===== config.mk =====
export PLATFORM = sky130hd
export DESIGN_NAME = multi_strand_select_stage
export DESIGN_NICKNAME = d
export VERILOG_FILES = /design/src/rtl/multi_strand_select_stage_pkg.sv /design/src/rtl/multi_strand_select_stage_rr_arbiter.sv /design/src/rtl/multi_strand_select_stage.sv
export SDC_FILE = /design/constraint.sdc
export NUM_CORES = 1
export LEC_CHECK = 0
export CORE_ASPECT_RATIO = 0.9
export CORE_MARGIN = 5
export CORE_UTILIZATION = 46
export DETAILED_ROUTE_END_ITERATION = 6
export PLACE_DENSITY_LB_ADDON = 0.1
export SETUP_SLACK_MARGIN = 0.15
export SLEW_MARGIN = 10
export SYNTH_ARGS = -nofsm -noshare
export SYNTH_HDL_FRONTEND = slang
export SYNTH_SLANG_ARGS = --single-unit

===== constraint.sdc =====
create_clock -name clk -period 6.7 [get_ports clk]
set_input_delay 2.01 -clock clk [delete_from_list [all_inputs] [get_ports clk]]
set_output_delay 2.01 -clock clk [all_outputs]
set_load 0.005 [all_outputs]

===== src/rtl/multi_strand_select_stage_pkg.sv =====
// Shared definitions for the multi-strand select stage: vector-memory-transfer
// opcode fields, NOP encoding and the select FSM state encoding.
package multi_strand_select_stage_pkg;

    localparam logic [1:0]  VMT_CLASS  = 2'b10;
    localparam logic [3:0]  VMT_MIN_OP = 4'b0110;
    localparam logic [31:0] NOP_INSTR  = 32'h0000_0000;

    typedef enum logic {
        ST_IDLE = 1'b0,
        ST_VMT  = 1'b1
    } state_e;

    // A vector memory transfer occupies one issue slot per lane.
    function automatic logic is_vmt(input logic [31:0] instr);
        return (instr[31:30] == VMT_CLASS) && (instr[28:25] >= VMT_MIN_OP);
    endfunction

endpackage


===== src/rtl/multi_strand_select_stage_rr_arbiter.sv =====
// Round-robin arbiter: grants the first requester at or after ptr_i, wrapping.
module rr_arbiter #(
    parameter int NUM_REQ = 4,
    parameter int IDX_W   = $clog2(NUM_REQ)
) (
    input  logic [NUM_REQ-1:0] req_i,
    input  logic [IDX_W-1:0]   ptr_i,
    output logic [NUM_REQ-1:0] grant_o,
    output logic [IDX_W-1:0]   grant_idx_o,
    output logic               any_o
);

    function automatic logic [IDX_W-1:0] wrap_add(input logic [IDX_W-1:0] base,
                                                  input int unsigned      offs);
        int unsigned sum;
        sum = {{(32-IDX_W){1'b0}}, base} + offs;
        if (sum >= NUM_REQ) begin
            sum = sum - NUM_REQ;
        end else begin
            sum = sum;
        end
        return IDX_W'(sum);
    endfunction

    // Scan requesters starting at the pointer; first hit wins.
    always_comb begin
        grant_o     = '0;
        grant_idx_o = '0;
        any_o       = 1'b0;
        for (int i = 0; i < NUM_REQ; i++) begin
            if (!any_o && req_i[wrap_add(ptr_i, i)]) begin
                any_o                          = 1'b1;
                grant_o[wrap_add(ptr_i, i)]    = 1'b1;
                grant_idx_o                    = wrap_add(ptr_i, i);
            end else begin
                any_o = any_o;
            end
        end
    end

endmodule


===== src/rtl/multi_strand_select_stage.sv =====
// Issue-select stage: round-robin over hardware strands, with vector memory
// transfers locking the selected strand for one issue slot per lane.
module multi_strand_select_stage
    import multi_strand_select_stage_pkg::*;
#(
    parameter int NUM_STRANDS = 4,
    parameter int NUM_LANES   = 16,
    parameter int LANE_W      = $clog2(NUM_LANES)
) (
    input  logic                          clk,
    input  logic                          reset,
    input  logic [32*NUM_STRANDS-1:0]     instruction_i,
    input  logic [32*NUM_STRANDS-1:0]     pc_i,
    input  logic [NUM_STRANDS-1:0]        strand_valid_i,
    input  logic [NUM_STRANDS-1:0]        flush_i,
    input  logic                          stall_i,
    output logic [NUM_STRANDS-1:0]        strand_ready_o,
    output logic [31:0]                   instruction_o,
    output logic [31:0]                   pc_o,
    output logic [$clog2(NUM_STRANDS)-1:0] strand_id_o,
    output logic [LANE_W-1:0]             lane_select_o,
    output logic                          valid_o
);

    localparam int SW = $clog2(NUM_STRANDS);

    state_e              state_q, state_d;
    logic [SW-1:0]       rr_ptr_q, rr_ptr_d;
    logic [SW-1:0]       lock_q, lock_d;
    logic [LANE_W-1:0]   lane_cnt_q, lane_cnt_d;
    logic                valid_q, valid_d;
    logic [31:0]         instr_q, instr_d;
    logic [31:0]         pc_q, pc_d;
    logic [SW-1:0]       sid_q, sid_d;
    logic [LANE_W-1:0]   lane_sel_q, lane_sel_d;
    logic [NUM_STRANDS-1:0] ready_s;

    logic [NUM_STRANDS-1:0] grant_oh_s;
    logic [SW-1:0]          grant_idx_s;
    logic                   any_s;
    logic [31:0]            gr_instr_s, gr_pc_s, lk_instr_s, lk_pc_s;

    function automatic logic [SW-1:0] next_ptr(input logic [SW-1:0] idx);
        return (idx == SW'(NUM_STRANDS - 1)) ? '0 : idx + SW'(1);
    endfunction

    rr_arbiter #(
        .NUM_REQ (NUM_STRANDS),
        .IDX_W   (SW)
    ) u_arb (
        .req_i       (strand_valid_i & ~flush_i),
        .ptr_i       (rr_ptr_q),
        .grant_o     (grant_oh_s),
        .grant_idx_o (grant_idx_s),
        .any_o       (any_s)
    );

    assign gr_instr_s = instruction_i[{grant_idx_s, 5'd0} +: 32];
    assign gr_pc_s    = pc_i[{grant_idx_s, 5'd0} +: 32];
    assign lk_instr_s = instruction_i[{lock_q, 5'd0} +: 32];
    assign lk_pc_s    = pc_i[{lock_q, 5'd0} +: 32];

    assign strand_ready_o = reset ? '0 : ready_s;

    // Next-state, issue selection and pop generation.
    always_comb begin
        state_d    = state_q;
        rr_ptr_d   = rr_ptr_q;
        lock_d     = lock_q;
        lane_cnt_d = lane_cnt_q;
        valid_d    = valid_q;
        instr_d    = instr_q;
        pc_d       = pc_q;
        sid_d      = sid_q;
        lane_sel_d = lane_sel_q;
        ready_s    = '0;
        if (stall_i) begin
            // A flush still kills the held instruction while stalled.
            if (valid_q && flush_i[sid_q]) begin
                valid_d = 1'b0;
                instr_d = NOP_INSTR;
            end else begin
                valid_d = valid_q;
            end
        end else begin
            case (state_q)
                ST_IDLE: begin
                    if (any_s) begin
                        valid_d    = 1'b1;
                        instr_d    = gr_instr_s;
                        pc_d       = gr_pc_s;
                        sid_d      = grant_idx_s;
                        lane_sel_d = '0;
                        if (is_vmt(gr_instr_s)) begin
                            state_d    = ST_VMT;
                            lock_d     = grant_idx_s;
                            lane_cnt_d = LANE_W'(1);
                        end else begin
                            ready_s  = grant_oh_s;
                            rr_ptr_d = next_ptr(grant_idx_s);
                        end
                    end else begin
                        valid_d    = 1'b0;
                        instr_d    = NOP_INSTR;
                        pc_d       = 32'h0000_0000;
                        lane_sel_d = '0;
                    end
                end
                ST_VMT: begin
                    if (flush_i[lock_q]) begin
                        state_d    = ST_IDLE;
                        lane_cnt_d = '0;
                        valid_d    = 1'b0;
                        instr_d    = NOP_INSTR;
                    end else begin
                        valid_d    = 1'b1;
                        instr_d    = lk_instr_s;
                        pc_d       = lk_pc_s;
                        sid_d      = lock_q;
                        lane_sel_d = lane_cnt_q;
                        if (lane_cnt_q == LANE_W'(NUM_LANES - 1)) begin
                            ready_s[lock_q] = 1'b1;
                            state_d         = ST_IDLE;
                            rr_ptr_d        = next_ptr(lock_q);
                            lane_cnt_d      = '0;
                        end else begin
                            lane_cnt_d = lane_cnt_q + LANE_W'(1);
                        end
                    end
                end
                default: begin
                    state_d    = ST_IDLE;
                    lane_cnt_d = '0;
                    valid_d    = 1'b0;
                    instr_d    = NOP_INSTR;
                end
            endcase
        end
    end

    // State and output registers with synchronous reset.
    always_ff @(posedge clk) begin
        if (reset) begin
            state_q    <= ST_IDLE;
            rr_ptr_q   <= '0;
            lock_q     <= '0;
            lane_cnt_q <= '0;
            valid_q    <= 1'b0;
            instr_q    <= NOP_INSTR;
            pc_q       <= 32'h0000_0000;
            sid_q      <= '0;
            lane_sel_q <= '0;
        end else begin
            state_q    <= state_d;
            rr_ptr_q   <= rr_ptr_d;
            lock_q     <= lock_d;
            lane_cnt_q <= lane_cnt_d;
            valid_q    <= valid_d;
            instr_q    <= instr_d;
            pc_q       <= pc_d;
            sid_q      <= sid_d;
            lane_sel_q <= lane_sel_d;
        end
    end

    assign valid_o       = valid_q;
    assign instruction_o = instr_q;
    assign pc_o          = pc_q;
    assign strand_id_o   = sid_q;
    assign lane_select_o = lane_sel_q;

endmodule


### Yosys cells after proc, flatten, opt, wreduce, memory -nomap -nowiden

Index checks and enable logic that the tools add are counted.
Widths: inputs -> output; s select.

| cells by class | value |
|---|---|
| add/subtract/negate cells | 10 |
| order comparisons | 20 |
| eq/ne operators | 10 |
| shifts and indexed selects | 4 |
| muxes and demuxes | 84 |
| bitwise logic cells | 7 |
| reduce and logical (&&, ||, !) cells | 18 |

Operator list:

| cell | count |
|---|---|
| $shiftx 128x8->32 | 4 |
| $mux 32 | 6 |
| $pmux 32 s2 | 2 |
| $mux 4 | 15 |
| $mux 2 | 20 |
| $lt 2x3->1 const B | 10 |
| $pmux 4 s2 | 3 |
| $mux 1 | 23 |
| $bmux 1 s2 | 6 |
| $or 4x4->4 | 3 |
| $demux 1 s2 | 5 |
| $ge 2x1->1 const B | 5 |
| $logic_and 1x1->1 | 10 |
| $ge 3x3->1 const B | 3 |
| $ne 2x2->1 const B | 4 |
| $pmux 2 s2 | 2 |
| $sub 2x1->2 const B | 4 |
| $add 2x2->3 const B | 2 |
| $eq 2x2->1 const B | 3 |
| $reduce_and 3->1 | 2 |
| $reduce_and 5->1 | 1 |
| $add 2x1->2 const B | 2 |
| $add 4x1->4 const B | 1 |
| $and 4x4->4 | 1 |
| other kinds (11) | 16 |

| word-level totals | value |
|---|---|
| register bits | 80 |
| bits of input ports | 267 |
| output and inout port bits | 75 |
| word-level logic and storage cells | 162 |

### Longest topological paths before layout

| logic depth | value |
|---|---|
| depth after elaboration | 25 |
| depth in mapped cells | 14 |
| gate-level depth less buffers | 10 |

### By module

From an unflattened synthesis, not the netlist that was laid out.

| unflattened totals | value |
|---|---|
| cells, all modules | 620 |
| area, all modules | 7,194.4 um^2 |

By module, submodules not included:

| module | instances | cells each | area each (um^2) | sequential area each (um^2) |
|---|---|---|---|---|
| multi_strand_select_stage | 1 | 575 | 6,772.7 | 1,601.5 |
| rr_arbiter | 1 | 45 | 421.7 | 0.0 |

### Least setup slack after synthesis

OpenSTA, ideal clock, no wires.

| path | value |
|---|---|
| kind | input to output |
| start point | in flush_i[0] |
| end point | out strand_ready_o[0] |
| arrival time | 3,715 ps |
| data required time | 4,690 ps |
| setup slack | 975 ps |
| stages | 9 |
| path buffers | 1 |
| cells stage by stage | nand2b_4 buf_6 o221ai_1 o21ai_0 a211o_1 a221o_1 nand2_4 nand3_1 o21ai_0 |

| on the way | value |
|---|---|
| cells in the longest elaborated chain, start to end | 22 |
| elaborated cells between the ends (all ways) | 43 |
| those cells by class | order compare (1); eq/ne (1); shift (1); mux (28); bitwise (5); reduce/logical (7) |

RTL lines:

| what | RTL line | source |
|---|---|---|
| from (decl) | multi_strand_select_stage.sv:15 | `input logic [NUM_STRANDS-1:0] flush_i,` |
| $not 4->4 | multi_strand_select_stage.sv:51 | `.req_i (strand_valid_i & ~flush_i),` |
| $and 4x4->4 | multi_strand_select_stage.sv:51 |  |
| $bmux 1 s2 | multi_strand_select_stage_rr_arbiter.sv:31 | `if (!any_o && req_i[wrap_add(ptr_i, i)]) begin` |
| $mux 1 (implied by the code) | multi_strand_select_stage_rr_arbiter.sv:31 |  |
| $mux 1 | multi_strand_select_stage_rr_arbiter.sv:31 |  |
| $logic_not 1->1 | multi_strand_select_stage_rr_arbiter.sv:31 |  |
| $logic_and 1x1->1 | multi_strand_select_stage_rr_arbiter.sv:31 |  |
| $mux 1 | multi_strand_select_stage_rr_arbiter.sv:31 |  |
| [6 not listed] | n/a |  |
| $shiftx 128x8->32 | multi_strand_select_stage.sv:58 | `assign gr_instr_s = instruction_i[{grant_idx_s, 5'd0} +: 32];` |
| $ge 4x3->1 or $eq 2x2->1 (tied branches) | multi_strand_select_stage_pkg.sv:16 | `return (instr[31:30] == VMT_CLASS) && (instr[28:25] >= VMT_MIN_OP);` |
| $logic_and 1x1->1 | multi_strand_select_stage_pkg.sv:16 |  |
| $mux 4 | multi_strand_select_stage.sv:94 | `if (is_vmt(gr_instr_s)) begin` |
| $mux 4 | multi_strand_select_stage.sv:88 | `if (any_s) begin` |
| $pmux 4 s2 (*) | multi_strand_select_stage.sv:86 | `case (state_q)` |
| $mux 4 (*) | multi_strand_select_stage.sv:77 | `if (stall_i) begin` |
| $mux 4 (*) | multi_strand_select_stage.sv:63 | `assign strand_ready_o = reset ? '0 : ready_s;` |
| to (decl) | multi_strand_select_stage.sv:17 | `output logic [NUM_STRANDS-1:0] strand_ready_o,` |

Every way passes the cells marked *; elsewhere a longest branch is shown, timed or not. The select of a mux whose other input is x is not followed.

### Worst setup path in the final report

| path | value |
|---|---|
| start point | in strand_valid_i[0] |
| end point | out strand_ready_o[0] |

| on the way | value |
|---|---|
| cells in the longest elaborated chain, start to end | 21 |
| elaborated cells between the ends (all ways) | 39 |
| those cells by class | order compare (1); eq/ne (1); shift (1); mux (25); bitwise (4); reduce/logical (7) |

RTL lines:

| what | RTL line | source |
|---|---|---|
| from (decl) | multi_strand_select_stage.sv:14 | `input logic [NUM_STRANDS-1:0] strand_valid_i,` |
| $and 4x4->4 (*) | multi_strand_select_stage.sv:51 |  |
| $bmux 1 s2 | multi_strand_select_stage_rr_arbiter.sv:31 |  |
| $mux 1 (implied by the code) | multi_strand_select_stage_rr_arbiter.sv:31 |  |
| $mux 1 | multi_strand_select_stage_rr_arbiter.sv:31 |  |
| $logic_not 1->1 | multi_strand_select_stage_rr_arbiter.sv:31 |  |
| $logic_and 1x1->1 | multi_strand_select_stage_rr_arbiter.sv:31 |  |
| $mux 1 | multi_strand_select_stage_rr_arbiter.sv:31 |  |
| $logic_not 1->1 | multi_strand_select_stage_rr_arbiter.sv:31 |  |
| [5 not listed] | n/a |  |
| $shiftx 128x8->32 | multi_strand_select_stage.sv:58 |  |
| $ge 4x3->1 or $eq 2x2->1 (tied branches) | multi_strand_select_stage_pkg.sv:16 |  |
| $logic_and 1x1->1 | multi_strand_select_stage_pkg.sv:16 |  |
| $mux 4 | multi_strand_select_stage.sv:94 |  |
| $mux 4 (*) | multi_strand_select_stage.sv:88 |  |
| $pmux 4 s2 (*) | multi_strand_select_stage.sv:86 |  |
| $mux 4 (*) | multi_strand_select_stage.sv:77 |  |
| $mux 4 (*) | multi_strand_select_stage.sv:63 |  |

Marks and branches as above.

==> out/qor.csv <==
stage;metric;value;unit
global_routing;grt_pass1_wl;43.61;mm
timing;slew_headroom;0.3470;
cts;cts_buffers;9;
cts;cts_root_buf;clkbuf_16;
pwr;leakagePower;4.176;nW
worst_setup_path;start_kind;primary input;
worst_setup_path;path_cells;dlygate4sd2_1 -> nand2b_4 -> o221ai_2 -> o21ai_1 -> a211o_1 -> a221o_1 -> nand2_4 -> nand3_4 -> o21ai_1 -> clkdlybuf4s50_1;
placement;gp_congestion;0.8683;
worst_setup_path;crit_arrival;4320;ps
layout;final_cell_mix;331 x clkdlybuf4s50_1, 78 x dfxtp_1, 67 x mux2i_1;
placement;port_buffers;341;
yosys;netlist_instances;790;
cts;cts_buffer_depth;2;
yosys;synth-seq-area-share;0.2119;
routing;ant_nets;0;
global_routing;antenna_found_initial;0;
worst_setup_path;end_kind;output port;
layout;drive_above_1_share;0.1627;
yosys;synthesis.nets;1070;
cts;insertion_delay;340;ps
yosys;synth_top_area_frac;0.2119;
worst_setup_path;slowest_delay;510;ps
placement;dp_hpwl;20.55;mm
routing;vias_per_cell;6.150;
yosys;syn-cell-area;7557;um^2
worst_setup_path;r2r_end;instruction_o[4];
yosys;synth-simple-area-share;0.1323;
yosys;synth_fa_ha_area_frac;0.02152;
worst_setup_path;crit_slowest_cell;clkdlybuf4s50_1;
timing;hold_viol_final;0;
placement;dp.cells;1284;
routing;route.detailed.drc;0;
yosys;synth_area_leaders;dfxtp_1 21%, mux4_2 20%, mux2i_1 9.0%;
timing;min_period;6335;ps
yosys;synthDistinctLibCells;57;
yosys;synthFlopType;dfxtp_1;
layout;post-route-cell-area;11490;um^2
yosys;synth-xor-area-share;0.001159;
routing;drt-initial-drc-count;446;
pwr;p_total;2.533;mW
timing;rsz0062_at_grt;false;
layout;utilization;0.7125;
global_routing;grt_overflow;0;
timing;fmax;157.9;MHz
yosys;yosys.area.top_type;dfxtp_1;
pwr;p_per_area;220.4;nW/um^2
global_routing;grt_pass1_vias;8090;
worst_setup_path;startpoint;strand_valid_i[0];
layout;areaGrowthSynthToFinish;52.09;%
floorplan;rows;44;
worst_setup_path;crit_end;strand_ready_o[0];
global_routing;grt.total_usage;0.2763;
routing;vias;8001;
worst_hold_path;min_path_cells;2;
layout;fillers;1302;
floorplan;die_x;145.1;um
worst_setup_path;required;4690;ps
timing;slew_viol_final;0;
yosys;synth.avg_cell_area;9.566;um^2
placement;dpl_cell_area;11070;um^2
cts;cts_hold_buf;0;
global_routing;grt_max_degree;94;
layout;instances_no_fill;1301;
yosys;synth_mux_area_frac;0.3394;
worst_setup_path;worstSetupPathType;in -> out;
yosys;synth_top_family_by_area;multiplexers;
timing;tightestPinTransition;979.6;ps
timing;skew;7.009;ps
worst_setup_path;rr_worst_depth;13;
flow_run;maxCapViolations;0;
routing;dr.pass1.iters;5;
worst_setup_path;crit_path_frequent_cell;o21ai_1;
layout;nets;1370;
timing;setup_viol;0;
worst_setup_path;crit_fanout;5;
layout;final_common_cell;clkdlybuf4s50_1;
floorplan;dieArea;19100;um^2
routing;wl;28.14;mm
cts;cts_tree;done;
routing;wire_per_inst;21.63;um
yosys;synth_compound_area_frac;0.2354;
cts;clkTransAtPathRegs;60;ps
floorplan;start_util;0.4685;
yosys;synth-seq-cells;80;
pwr;peakVddDrop;0.2772;mV
yosys;synthArstFlopShare;0;
layout;diodes;0;
floorplan;core;16130;um^2
yosys;synth_edf_count;0;
cts;htree_levels;3;
run_status;run_status;finished clean;
floorplan;num_io_pins;342;
timing;post-route-period-util;0.9455;
cts;numClockSinks;80;
yosys;ys_warn_count;0;
floorplan;die_y;131.6;um
worst_hold_path;hp-class;reg -> reg;
worst_setup_path;rrSetupSlack;2600;ps
worst_setup_path;reg2reg_from;rr_ptr_q[0];
power breakdown:
part | internal (mW) | total [mW] | switching [mW]
logic | 0.715 | 1.39 | 0.677
registers | 0.567 | 0.637 | 0.0701
clock network | 0.301 | 0.505 | 0.203
total | 1.58 | 2.53 | 0.950
area by class of cell:
class	count	area, um^2	area share
clock buffers	13	291.5	0.02536
multi-input cells	621	5649	0.4915
well taps	207	259.0	0.02253
clock inverters	2	10.01	0.0008709
inverters	7	26.28	0.002286
flip-flops and latches	80	1609	0.1400
repair buffers	371	3649	0.3174
kinds of logic (layout without fill, tap and decap cells):
family          after synthesis  count (layout)
compound gates              258             258
xor+xnor                      1               1
flops                        80              80
simple gates                179             180
mux                         169             169
fa+ha+maj                    13              13
buf+inv                      90             393
cells in the mapped netlist (all sizes together), types with 34 or more instances:
cell / n
a211oi: 67
a21oi: 48
and3: 35
buf: 34
clkbuf: 49
dfxtp: 80
mux2: 35
mux2i: 68
mux4: 66
nand2: 54
nor2b: 35
o21ai: 50
registers in the layout (all words and copies together) (netlist names):
name and count:
strand_id_o 2, lane_select_o 4, instruction_o 32, lock_q 2, lane_cnt_q 4, state_q 1, rr_ptr_q 2, valid_o 1
pc_o 32
stage by stage:
step	hold slack, ps	TNS [ps]	setup WS (ps)
final	448.4	0	365.0
after CTS	453.4	0	162.8
after global routing	487.8	0	255.7
after detailed placement	445.0	-98.52	-39.10
after global placement	442.2	0	23.01
after floorplan	447.5	0	974.6
routing by layer:
metal / vias up / track usage / routed length, um
li1: 3755 / - / -
met1: 3813 / 0.3292 / 11000
met5: - / 0 / 0
met3: 70 / 0.06474 / 2060
met4: 0 / 0.1057 / 1086
met2: 363 / 0.4836 / 14000
critical path, delay by kind of cell:
kind,cells,cell delay [ps]
compound gates,5,1150
buf+inv,2,860
simple gates,3,310
worst min path at each step:
stage | from | to | slack (ps)
after floorplan | lane_cnt_q[3] | lane_cnt_q[3] | 450
after CTS | lane_select_o[1] | lane_select_o[1] | 450
after detailed placement | lane_select_o[1] | lane_select_o[1] | 450
after global routing | lane_select_o[1] | lane_select_o[1] | 490
final | lane_select_o[1] | lane_select_o[1] | 450
after global placement | lane_select_o[1] | lane_select_o[1] | 440
timing repair:
action                                  4_1_cts  5_1_grt
buffers inserted                              0        1
resized for setup                            11       24
cloned                                        0        1
pin swaps                                     2        9
endpoints found under the setup margin        4        4
endpoints found under the hold margin         0        0
(Power assumes the default switching activity.)
